===== src/rtl/spaceship_fire_ctrl_if.sv =====
// Bundle for the fire controller: inputs from the ship-position stage and
// outputs toward the LED board / score display.
interface spaceship_fire_ctrl_if #(
  parameter int ROW_W   = 3,
  parameter int SCORE_W = 8
);
  logic [3:0]         ship_pos;
  logic               fire;
  logic               tick;
  logic               bullet_active;
  logic [3:0]         bullet_col;
  logic [ROW_W-1:0]   bullet_row;
  logic [3:0]         target_col;
  logic [SCORE_W-1:0] score;
  logic               hit_pulse;
  logic               miss_pulse;
  logic [15:0]        led;

  // Game-side view: drives the inputs and observes the results.
  modport master (
    output ship_pos, fire, tick,
    input  bullet_active, bullet_col, bullet_row, target_col, score,
           hit_pulse, miss_pulse, led
  );

  // Controller view.
  modport slave (
    input  ship_pos, fire, tick,
    output bullet_active, bullet_col, bullet_row, target_col, score,
           hit_pulse, miss_pulse, led
  );
endinterface


===== src/rtl/spaceship_fire_ctrl.sv =====
// Spaceship fire controller: captures a fire button edge, flies one bullet
// for ROWS game ticks, resolves hit/miss against an LFSR-placed target,
// keeps a saturating score and drives a registered 16-LED composite.
//
// Optional feature: define SPACESHIP_FIRE_COOLDOWN_EN to add a COOL state
// that locks out fire for COOLDOWN ticks after each resolution.
//
// state  | meaning
// IDLE   | waiting for a fire edge
// FLIGHT | bullet in flight, row advances on tick
// RESULT | one cycle, hit/miss pulse visible
// COOL   | fire lockout, counts COOLDOWN ticks (macro build only)
module spaceship_fire_ctrl #(
  parameter int         ROWS      = 8,
  parameter int         SCORE_W   = 8,
  parameter logic [7:0] LFSR_SEED = 8'hA5,
  parameter int         COOLDOWN  = 4
) (
  input logic                  Clk,
  input logic                  rst,
  spaceship_fire_ctrl_if.slave bus
);

  localparam int             ROW_W    = $clog2(ROWS);
  localparam logic [ROW_W-1:0] ROW_LAST = ROW_W'(ROWS - 1);

  if (ROWS < 2 || LFSR_SEED == 8'h00 || COOLDOWN < 1) begin : g_bad_param
    $error("spaceship_fire_ctrl: illegal parameter value");
  end

  typedef enum logic [1:0] {
    IDLE   = 2'd0,
    FLIGHT = 2'd1,
    RESULT = 2'd2
`ifdef SPACESHIP_FIRE_COOLDOWN_EN
    , COOL = 2'd3
`endif
  } state_t;

  // Target column from LFSR low bits; column 0 is never reachable by the
  // ship, so it folds onto column 2.
  function automatic logic [3:0] col_map(input logic [7:0] v);
    logic [3:0] c;
    c = {v[2:0], 1'b0};
    return (c == 4'd0) ? 4'd2 : c;
  endfunction

  state_t             state_q, state_d;
  logic [7:0]         lfsr_q;
  logic               s1_q, s2_q, s3_q;
  logic               fire_rise;
  logic               launch, resolve, row_inc;
  logic               active_q;
  logic [3:0]         col_q;
  logic [ROW_W-1:0]   row_q;
  logic [3:0]         target_q;
  logic [SCORE_W-1:0] score_q;
  logic               hit_q, miss_q;
  logic [15:0]        led_q, led_d;

`ifdef SPACESHIP_FIRE_COOLDOWN_EN
  localparam int CNT_W = $clog2(COOLDOWN + 1);
  logic [CNT_W-1:0] cool_cnt_q;
`endif

  assign fire_rise = s2_q & ~s3_q;

  // State register.
  always_ff @(posedge Clk or negedge rst) begin
    if (!rst) state_q <= IDLE;
    else      state_q <= state_d;
  end

  // Next-state and per-cycle control strobes.
  always_comb begin
    state_d = state_q;
    launch  = 1'b0;
    resolve = 1'b0;
    row_inc = 1'b0;
    case (state_q)
      IDLE: begin
        if (fire_rise) begin
          launch  = 1'b1;
          state_d = FLIGHT;
        end
      end
      FLIGHT: begin
        if (bus.tick) begin
          if (row_q == ROW_LAST) begin
            resolve = 1'b1;
            state_d = RESULT;
          end else begin
            row_inc = 1'b1;
          end
        end
      end
      RESULT: begin
`ifdef SPACESHIP_FIRE_COOLDOWN_EN
        state_d = COOL;
`else
        state_d = IDLE;
`endif
      end
`ifdef SPACESHIP_FIRE_COOLDOWN_EN
      COOL: begin
        if (bus.tick && cool_cnt_q == CNT_W'(1)) state_d = IDLE;
      end
`endif
      default: state_d = IDLE;
    endcase
  end

  // LED composite from current inputs/state, registered next edge.
  always_comb begin
    led_d = (16'd1 << bus.ship_pos) | (16'd1 << target_q);
    if (active_q) led_d = led_d | (16'd1 << col_q);
  end

  // Datapath: sync chain, LFSR, bullet, score, target, pulses, LEDs.
  always_ff @(posedge Clk or negedge rst) begin
    if (!rst) begin
      lfsr_q   <= LFSR_SEED;
      s1_q     <= 1'b0;
      s2_q     <= 1'b0;
      s3_q     <= 1'b0;
      active_q <= 1'b0;
      col_q    <= 4'd0;
      row_q    <= '0;
      target_q <= col_map(LFSR_SEED);
      score_q  <= '0;
      hit_q    <= 1'b0;
      miss_q   <= 1'b0;
      led_q    <= 16'd0;
    end else begin
      lfsr_q <= {lfsr_q[6:0], lfsr_q[7] ^ lfsr_q[5] ^ lfsr_q[4] ^ lfsr_q[3]};
      s1_q   <= bus.fire;
      s2_q   <= s1_q;
      s3_q   <= s2_q;
      hit_q  <= 1'b0;
      miss_q <= 1'b0;
      led_q  <= led_d;
      if (launch) begin
        col_q    <= bus.ship_pos;
        row_q    <= '0;
        active_q <= 1'b1;
      end else if (row_inc) begin
        row_q <= row_q + ROW_W'(1);
      end
      if (resolve) begin
        active_q <= 1'b0;
        row_q    <= '0;
        if (col_q == target_q) begin
          hit_q    <= 1'b1;
          target_q <= col_map(lfsr_q);
          if (score_q != '1) score_q <= score_q + SCORE_W'(1);
        end else begin
          miss_q <= 1'b1;
        end
      end
    end
  end

`ifdef SPACESHIP_FIRE_COOLDOWN_EN
  // Lockout down-counter, loaded at resolution, decremented per tick in COOL.
  always_ff @(posedge Clk or negedge rst) begin
    if (!rst) begin
      cool_cnt_q <= '0;
    end else if (resolve) begin
      cool_cnt_q <= CNT_W'(COOLDOWN);
    end else if (state_q == COOL && bus.tick && cool_cnt_q != '0) begin
      cool_cnt_q <= cool_cnt_q - CNT_W'(1);
    end
  end
`endif

  assign bus.bullet_active = active_q;
  assign bus.bullet_col    = col_q;
  assign bus.bullet_row    = row_q;
  assign bus.target_col    = target_q;
  assign bus.score         = score_q;
  assign bus.hit_pulse     = hit_q;
  assign bus.miss_pulse    = miss_q;
  assign bus.led           = led_q;

endmodule


===== src/flat_wrapper.sv =====
// flat-port wrapper written by rule: the top's interface ports become plain ports
module spaceship_fire_ctrl_flat 
#(
  parameter int         ROWS      = 8,
  parameter int         SCORE_W   = 8,
  parameter logic [7:0] LFSR_SEED = 8'hA5,
  parameter int         COOLDOWN  = 4
)
  (Clk, rst, bus_ship_pos, bus_fire, bus_tick, bus_bullet_active, bus_bullet_col, bus_bullet_row, bus_target_col, bus_score, bus_hit_pulse, bus_miss_pulse, bus_led);
  spaceship_fire_ctrl_if #(.ROW_W((3)), .SCORE_W(SCORE_W)) bus_i ();
  input logic Clk;
  input logic rst;
  input wire logic [$bits(bus_i.ship_pos)-1:0] bus_ship_pos;
  input wire logic [$bits(bus_i.fire)-1:0] bus_fire;
  input wire logic [$bits(bus_i.tick)-1:0] bus_tick;
  output wire logic [$bits(bus_i.bullet_active)-1:0] bus_bullet_active;
  output wire logic [$bits(bus_i.bullet_col)-1:0] bus_bullet_col;
  output wire logic [$bits(bus_i.bullet_row)-1:0] bus_bullet_row;
  output wire logic [$bits(bus_i.target_col)-1:0] bus_target_col;
  output wire logic [$bits(bus_i.score)-1:0] bus_score;
  output wire logic [$bits(bus_i.hit_pulse)-1:0] bus_hit_pulse;
  output wire logic [$bits(bus_i.miss_pulse)-1:0] bus_miss_pulse;
  output wire logic [$bits(bus_i.led)-1:0] bus_led;
  assign bus_i.ship_pos = bus_ship_pos;
  assign bus_i.fire = bus_fire;
  assign bus_i.tick = bus_tick;
  assign bus_bullet_active = bus_i.bullet_active;
  assign bus_bullet_col = bus_i.bullet_col;
  assign bus_bullet_row = bus_i.bullet_row;
  assign bus_target_col = bus_i.target_col;
  assign bus_score = bus_i.score;
  assign bus_hit_pulse = bus_i.hit_pulse;
  assign bus_miss_pulse = bus_i.miss_pulse;
  assign bus_led = bus_i.led;
  spaceship_fire_ctrl #(.ROWS(ROWS), .SCORE_W(SCORE_W), .LFSR_SEED(LFSR_SEED), .COOLDOWN(COOLDOWN)) u_core (.Clk(Clk), .rst(rst), .bus(bus_i));
endmodule

===== config.mk =====
export PLATFORM = sky130hd
export DESIGN_NAME = spaceship_fire_ctrl_flat
export DESIGN_NICKNAME = d
export VERILOG_FILES = /design/src/rtl/spaceship_fire_ctrl_if.sv /design/src/rtl/spaceship_fire_ctrl.sv /design/src/flat_wrapper.sv
export SDC_FILE = /design/constraint.sdc
export NUM_CORES = 1
export LEC_CHECK = 0
export ABC_CLOCK_PERIOD_IN_PS = 2400
export BUFFER_PORTS_ARGS = -buffer_cell sky130_fd_sc_hd__buf_4
export CAP_MARGIN = 20
export CORE_AREA = 2 2 87 89
export CTS_BUF_LIST = sky130_fd_sc_hd__clkbuf_4
export DETAILED_ROUTE_END_ITERATION = 6
export DIE_AREA = 0 0 89 91
export GPL_TIMING_DRIVEN = 0
export PLACE_DENSITY_LB_ADDON = 0.12
export RECOVER_POWER = 25
export SYNTH_ARGS = -nofsm -noshare
export SYNTH_HDL_FRONTEND = slang
export SYNTH_SLANG_ARGS = --single-unit

===== constraint.sdc =====
create_clock -name Clk -period 2.4 [get_ports Clk]
set_input_delay 0.12 -clock Clk [delete_from_list [all_inputs] [get_ports Clk]]
set_output_delay 0.12 -clock Clk [all_outputs]
set_load 0.005 [all_outputs]

# Word level (Yosys, flattened, before mapping)
# Index checks and enable logic that the tools add are counted.
# totals
register_bits,51
wordCells,62
input_bits,8
output_inout_bits,38
# op_classes
n_eq_ne,7
bitwise_logic,7
add_sub_neg,2
n_mux,23
n_reduce_logical,7
shifts,3
# ops
op,count
"1-bit by 4-bit << shifter with 16-bit output, first input constant",3
16-bit bitwise OR,2
16-bit two-way mux,1
1-bit two-way mux,14
3-bit two-way mux,3
"8-bit by 1-bit adder with 8-bit output, second input constant",1
"8-bit inequality test, second input constant",1
2-bit two-way mux,3
3-bit AND reduction,2
4-bit equality test,1
4-bit two-way mux,1
"2-bit by 1-bit inequality test with 1-bit output, second input constant",2
2-bit case mux with 2 select lines,1
"3-bit by 1-bit adder with 3-bit output, second input constant",1
"3-bit equality test, second input constant",1
3-bit logical NOT,1
3-bit nonzero test,1
1-bit bitwise XOR,3
"2-bit by 1-bit equality test with 1-bit output, second input constant",1
2-bit logical NOT,1
"2-bit inequality test, second input constant",1
2-bit AND reduction,1
2-bit nonzero test,1
1-bit bitwise AND,1
1-bit NOT,1

# Longest topological paths before layout
# Gate-level depths: netlist of run 1.
# logic_depth
ltp_word,7
ltp_mapped,7
depth_no_buf,7

# Least setup slack after synthesis of run 1
# No wires, ideal clock.
# synth_timing
path_kind,register to register
start,"register u_core.target_q[1], in the netlist u_core.bus.target_col[1]"
end,"register u_core.score_q[7], in the netlist u_core.bus.score[7]"
path_slack_ns,0.316
stages_incl_launch_ff,7
setup_time_ns,0.128
arrival_time_ns,1.957
cell_sequence,dfstp_2 > buf_2 > xor2_1 > or4_4 > buf_6 > nor4_2 > mux2_1
# synth_between
elab_chain_cells,2
# synth_rtl
element,line,text
from (decl),spaceship_fire_ctrl.sv:56,logic [3:0] target_q;
from (signal assigned),spaceship_fire_ctrl.sv:129,target_q <= col_map(LFSR_SEED);
from (signal assigned),spaceship_fire_ctrl.sv:154,target_q <= col_map(lfsr_q);
4-bit equality test,spaceship_fire_ctrl.sv:152,if (col_q == target_q) begin
3-bit AND reduction (no source line),n/a,
to (signal assigned),spaceship_fire_ctrl.sv:155,if (score_q != '1) score_q <= score_q + SCORE_W'(1);
to (decl),spaceship_fire_ctrl.sv:57,logic [SCORE_W-1:0] score_q;
# Every way passes these cells.
# A chain may end at the register's enable or synchronous reset.

# Final worst setup path of run 1
# Same ends and word-level chain as after synthesis.

==> results by group, run 1 <==
Final layout
  • Layout cells sized above 1: 30.8%
  • Fillers: 747
  • # diodes: 0
  • Area grow syn2layout: 26.5%
  • Nets@finish: 237

CTS
  • Clk slew on worst S/H paths: 0.14 ns
  • # H-tree levels: 2
  • CTS Buf Count: 5
  • Root buffer cell: clkbuf_4
  • CTS tree: built
  • Resized Gates After CTS: 0
  • Clock Sinks: 50
  • Clk buf depth: 2
  • Clock Latency Late Sink: 0.36 ns

STA
  • Tmin final: 2.20 ns
  • Setup WS post-layout: 0.195 ns
  • Final setup fails: 0
  • Normalized max-slew margin: 20.4%
  • Final hold violations: 0
  • Worst-Margin Slew: 1.19 ns
  • Layout Skew: 0.00592 ns
  • RSZ-0062 raised after global routing: false
  • Setup TNS: 0 ns
  • Final Max Tran Viols: 0
  • Fmax: 454 MHz
  • Final period util: 91.9%

Logic synthesis
  • Mapped Area: 2100 sq um
  • Top post-synthesis cells by area: dfrtp_1 (52%), dfstp_2 (7.5%), xor2_1 (3.7%)
  • Area leader, netlist: dfrtp_1
  • Mean Syn Cell Area: 12.0 sq um
  • Post-synth cell types: 39
  • Synth top area share: 52.3%
  • Yosys Warn Count: 0
  • Yosys reg bits: 50
  • Net Count, Synth: 186
  • Synth Instances: 175
  • Sequential area share after synthesis: 59.8%

Route
  • Number of routed nets with antenna violations: 0
  • Vias per inst: 4.54
  • 1st-pass router iterations: 4
  • Via count: 1481
  • DRT iter0 DRCs: 62
  • Final wirelength: 4.44 mm
  • Drt drc: 0
  • Avg WL per Cell: 13.6 um

Power
  • Pleak: 1.26 nW
  • Peak VDD IR: 0.323 mV
  • Cell area power density: 920 nW/um^2

Floorplan
  • Overall die height: 91 um
  • Die width: 89 um
  • Die ar.: 8100 sq um
  • # rows: 31
  • Core area: 7140 sq um
  • IO Pins: 46
  • Initial core utilization: 29.5%

Place
  • Gpl congestion: 0.750
  • Port bufs: 42
  • HPWL Detailed: 3.09 mm
  • Worst slack, placed: 0.194 ns

Setup path
  • Worst path arrival time: 2.46 ns
  • CP Launch Type: flip-flop
  • Max FO, Critical Path: 10
  • WS Path Type: flip-flop to flip-flop
  • Nature of the critical path endpoint: flip-flop
  • Critical Path RT: 2.66 ns

GRT
  • Initial antenna violation count: 0
  • Vias in the first global route: 1487
  • Global-route usage over all layers: 11.7%
  • Grt total ovfl: 0
  • Largest net degree at the start of global routing: 51
  • First-pass GRT wire length: 7.43 mm

Job
  • Number of max-cap violations: 0

Outcome
  • Outcome: completed

Hold path
  • HP Class: input pin to flip-flop
-- cell type report --
class / instances / area [sq um] / area share (%)
clock inverters: 3 / 63.8 / 2.40
inverters: 6 / 22.5 / 0.846
flip-flops and latches: 50 / 1260 / 47.3
multi-input cells: 110 / 767 / 28.8
repair buffers: 44 / 333 / 12.5
clock buffers: 5 / 37.5 / 1.41
plain buffers: 9 / 55.1 / 2.07
well taps: 99 / 124 / 4.65
-- placed cells by master, fill, tap and decap left out, drive strengths merged, types with 2 or more instances in the layout --
cell         netlist  final
a21oi              4      4
a32o               2      2
buf                5     45
bufinv             0      2
clkbuf             4     11
dfrtp             44     44
dfstp              6      6
dlygate4sd3        0      2
ha                 3      3
inv                6      6
mux2               8      8
nand2             11     11
nand2b             7      7
nand3              8      8
nand3b             3      3
nor2              12     12
nor3               7      7
nor4               3      3
o21ai              5      5
o221ai             4      4
o22ai              6      6
o31ai              3      3
o32ai              2      2
xnor2              2      2
xor2               9      9
-- where the power goes --
group	switching (mW)	internal (mW)
clock	0.259	0.321
sequential	0.118	0.998
combinational	0.370	0.382
-- routing by layer --
| metal | share of wire (%) | up-vias | track usage, % |
|---|---|---|---|
| met3 | 5.9 | 5 | 3.18 |
| met2 | 48 | 42 | 18.3 |
| met5 | 0 | - | 0 |
| met4 | 1.3 | 0 | 3.73 |
| li1 | - | 718 | - |
| met1 | 45 | 716 | 15.6 |
-- final timing paths --
check                                              start                       end  slack, ns  depth (start not counted)
worst max-delay path            u_core.bus.target_col[1]       u_core.bus.score[7]       0.20                          6
worst min-delay path                     bus_ship_pos[2]  u_core.bus.bullet_col[2]       0.05                          2
worst max register to register  u_core.bus.target_col[1]       u_core.bus.score[7]       0.20                          6
worst min register to register               u_core.s1_q               u_core.s2_q       0.37                          0
max in group asynchronous                            rst       u_core.bus.score[3]       1.14                          2
min in group asynchronous                            rst        u_core.bus.led[12]       0.53                          2
-- cell families (layout without fill, tap and decap cells) --
| group | Yosys count | after routing | share of synthesized area (%) |
|---|---|---|---|
| simple gates | 59 | 59 | 16.0 |
| fa+ha+maj | 3 | 3 | 1.78 |
| other cells | 1 | 1 | 0.178 |
| xor+xnor | 11 | 11 | 4.58 |
| compound gates | 28 | 28 | 9.28 |
| buf+inv | 15 | 67 | 3.69 |
| mux | 8 | 8 | 4.64 |
| flops | 50 | 50 | 59.8 |
-- synthesized netlist by cell type (all sizes together) --
cell type and count:
a21oi 4, a22o 1, a31o 1, a32o 2, and2 1, and3b 1, buf 5, clkbuf 4
conb 1, dfrtp 44, dfstp 6, ha 3, inv 6, mux2 8, nand2 11, nand2b 7
nand3 8, nand3b 3, nand4 1, nand4b 1, nor2 12, nor3 7, nor4 3, nor4b 1
o21ai 5, o221ai 4, o22ai 6, o31ai 3, o32ai 2, or2 1, or3 1, or4 1
xnor2 2, xor2 9
-- metrics by stage --
step	power (mW)	instance area [sq um]	util, %	hold WS (ns)	instances
3_3_place_gp	1.89	2540	35.6	0.190	316
3_5_place_dp	1.89	2540	35.6	0.187	316
5_1_grt	2.61	2660	37.3	0.0356	326
4_1_cts	2.48	2660	37.3	0.0335	326
6_report	2.45	2660	37.3	0.0538	326
2_1_floorplan	1.53	2100	-	-0.176	175
-- worst max-delay path, stage by stage (launching register included) --
cell and delay, ns:
dfstp_2 0.56, buf_2 0.21, xor2_1 0.09, or4_4 0.48
buf_6 0.16, nor4_2 0.26, mux2_1 0.34
-- flip-flops by register name (all words and copies together), names as in the netlist --
register	cells
u_core.bus.miss_pulse	1
u_core.bus.target_col	3
u_core.s1_q	1
u_core.state_q	2
u_core.bus.bullet_row	3
u_core.lfsr_q	8
u_core.bus.score	8
u_core.s3_q	1
u_core.bus.bullet_col	4
u_core.s2_q	1
u_core.bus.bullet_active	1
u_core.bus.hit_pulse	1
u_core.bus.led	16
-- repair_timing --
action | CTS | global route
buffers inserted | 0 | 0
hold buffers | 2 | 0
setup endpoints to repair | 0 | 0
hold endpoints to repair | 45 | 0
Power figures use the tool's default switching activity.
==> run 2, diff against run 1 <==
--- a/config.mk
+++ b/config.mk
@@ -8,6 +8,8 @@
 export ABC_CLOCK_PERIOD_IN_PS = 2400
 export BUFFER_PORTS_ARGS = -buffer_cell sky130_fd_sc_hd__buf_4
 export CAP_MARGIN = 20
+export CELL_PAD_IN_SITES_DETAIL_PLACEMENT = 1
+export CELL_PAD_IN_SITES_GLOBAL_PLACEMENT = 1
 export CORE_AREA = 2 2 87 89
 export CTS_BUF_LIST = sky130_fd_sc_hd__clkbuf_4
 export DETAILED_ROUTE_END_ITERATION = 6
==> results by group, run 2 (synthesis results as in run 1) <==
Outcome
  • Outcome: completed

STA
  • Setup TNS: 0 ns (unchanged)
  • Final period util: 92.7% (+0.80 points)
  • Fmax: 450 MHz (-0.86%)
  • Final Max Tran Viols: 0 (unchanged)
  • Worst-Margin Slew: 1.23 ns (+0.0368 ns)
  • Final setup fails: 0 (unchanged)
  • Tmin final: 2.22 ns (+0.0191 ns)
  • Normalized max-slew margin: 18.0% (-2.5 points)
  • Final hold violations: 0 (unchanged)
  • Setup WS post-layout: 0.176 ns (-0.0191 ns)
  • Hold slack: 0.0627 ns (+0.00888 ns)
  • RSZ-0062 raised after global routing: false
  • Layout Skew: 0.00478 ns (-0.00114 ns)

Final layout
  • Area grow syn2layout: 24.3%
  • Largest register FFs: 16 (unchanged)
  • Fillers: 835 (+12%)
  • Layout cells sized above 1: 30.8% (unchanged)
  • # diodes: 0 (unchanged)
  • Commonest non-fill, non-tap cell in the layout: dfrtp_1
  • Nets@finish: 237 (unchanged)
  • Final Cell Area: 2610 sq um (-1.8%)
  • Most frequent cells in the layout: dfrtp_1 (44), buf_4 (41), nor2_1 (12)

Route
  • Vias per inst: 4.67 (+2.8%)
  • Number of routed nets with antenna violations: 0 (unchanged)
  • 1st-pass router iterations: 4 (unchanged)
  • Avg WL per Cell: 14.8 um (+8.3%)
  • Final wirelength: 4.81 mm (+8.3%)
  • DRT iter0 DRCs: 52 (-16%)
  • Drt drc: 0 (unchanged)
  • Via count: 1523 (+2.8%)

Setup path
  • Crit-path leading delay family: simple AND/OR/NAND/NOR gates
  • CP Launch Point: u_core.bus.target_col[1]
  • Slowest-stage cell, CP: dfstp_2
  • Worst path arrival time: 2.48 ns (+0.02 ns)
  • Nature of the critical path endpoint: flip-flop
  • Critical Path RT: 2.66 ns (about the same)
  • Reg2reg path depth: 6 (unchanged)
  • Cell-by-cell trace of the critical path: buf_2, xor2_1, or4_4, buf_6, nor4_2, mux2_1
  • R2r endpoint: u_core.bus.score[7]
  • Worst R2R Start: u_core.bus.target_col[1]
  • CP max stage delay: 0.56 ns (about the same)
  • WS Path Type: flip-flop to flip-flop
  • CP bufs+invs: 2 (unchanged)
  • Max FO, Critical Path: 10 (unchanged)
  • Crit. path cell count: 6 (unchanged)
  • End of the critical path: u_core.bus.score[7]
  • CP Launch Type: flip-flop
  • R2r setup slk: 0.18 ns (-0.02 ns)

GRT
  • GRT busiest layer: met2
  • Met2 track demand over resource: 20.0% (+1.6 points)
  • Met1 usage: 17.8% (+2.2 points)
  • Vias in the first global route: 1524 (+2.5%)
  • Met3 Use GR: 2.82% (-0.36 points)
  • Largest net degree at the start of global routing: 51 (unchanged)
  • Grt total ovfl: 0 (unchanged)
  • Initial antenna violation count: 0 (unchanged)
  • First-pass GRT wire length: 8.01 mm (+7.8%)
  • Global-route usage over all layers: 12.9% (+1.2 points)

CTS
  • Setup bufs post-CTS: 0 (unchanged)
  • # H-tree levels: 2 (unchanged)
  • Clk slew on worst S/H paths: 0.13 ns (about the same)
  • Cts hold-fix bufs: 2 (unchanged)
  • Clock Latency Late Sink: 0.36 ns (about the same)
  • CTS tree: built
  • Root buffer cell: clkbuf_4
  • CTS Buf Count: 5 (unchanged)
  • Resized Gates After CTS: 0 (unchanged)
  • Clk buf depth: 2 (unchanged)
  • Clock Sinks: 50 (unchanged)

Place
  • Worst slack, placed: 0.172 ns (-0.0220 ns)
  • Area after DPL: 2540 sq um (unchanged)
  • HPWL Detailed: 3.39 mm (+9.7%)
  • Gpl congestion: 0.727 (-3.1%)
  • Port bufs: 42 (unchanged)

Floorplan
  • Core area: 7140 sq um (unchanged)
  • Overall die height: 91 um (unchanged)
  • Initial core utilization: 29.5% (unchanged)
  • # rows: 31 (unchanged)
  • Die ar.: 8100 sq um (unchanged)
  • Die width: 89 um (unchanged)
  • IO Pins: 46 (unchanged)

Power
  • Pleak: 1.24 nW (-1.6%)
  • Peak VDD IR: 0.230 mV (-29%)
  • Cell area power density: 863 nW/um^2 (-6.1%)
  • Total Power: 2.26 mW (-7.8%)

Job
  • Number of max-cap violations: 0 (unchanged)

Hold path
  • HP Class: input pin to flip-flop
run 2: final cells by class:
class                           count  area (sq um)  share of cell area, %
Buffer                              9          55.1                   2.11
Clock buffer                        6          45.0                   1.72
Clock inverter                      2          8.76                  0.335
Inverter                            6          22.5                  0.862
Multi-Input combinational cell    110           767                   29.3
Sequential cell                    50          1260                   48.2
Tap cell                           99           124                   4.74
Timing Repair Buffer               44           333                   12.7
run 2: power by group:
part           leakage (nW)  total, mW  internal [mW]  switching (mW)
logic                 0.565      0.761          0.382           0.378
registers             0.638       1.12          0.999           0.122
clock network        0.0331      0.375          0.122           0.253
total                  1.24       2.26           1.50           0.753
run 2: worst register-to-register path: stages, from the launching register on:
cell and delay, ns:
dfstp_2 0.56, buf_2 0.22, xor2_1 0.10, or4_4 0.49, buf_6 0.16, nor4_2 0.27
mux2_1 0.34
run 2: worst min-delay path by stage:
stage                          startpoint                  endpoint  depth (start not counted)
after global placement                rst         u_core.bus.led[8]                          1
after floorplan                       rst  u_core.bus.bullet_active                          0
after global routing      bus_ship_pos[0]  u_core.bus.bullet_col[0]                          2
after detailed placement              rst         u_core.bus.led[8]                          1
after CTS                 bus_ship_pos[0]  u_core.bus.bullet_col[0]                          2
final                     bus_ship_pos[0]  u_core.bus.bullet_col[0]                          2
run 2: metrics by stage:
step | std cells | utilization (%)
floorplan | 175 | -
global placement | 316 | 35.6
detailed placement | 316 | 35.6
CTS | 326 | 36.7
global route | 326 | 36.6
finish | 326 | 36.6
run 2: metal layers:
metal,part of all wire (%),up-vias
li1,-,716
met1,45,760
met2,49,39
met3,5.0,8
met4,1.4,0
met5,0,-
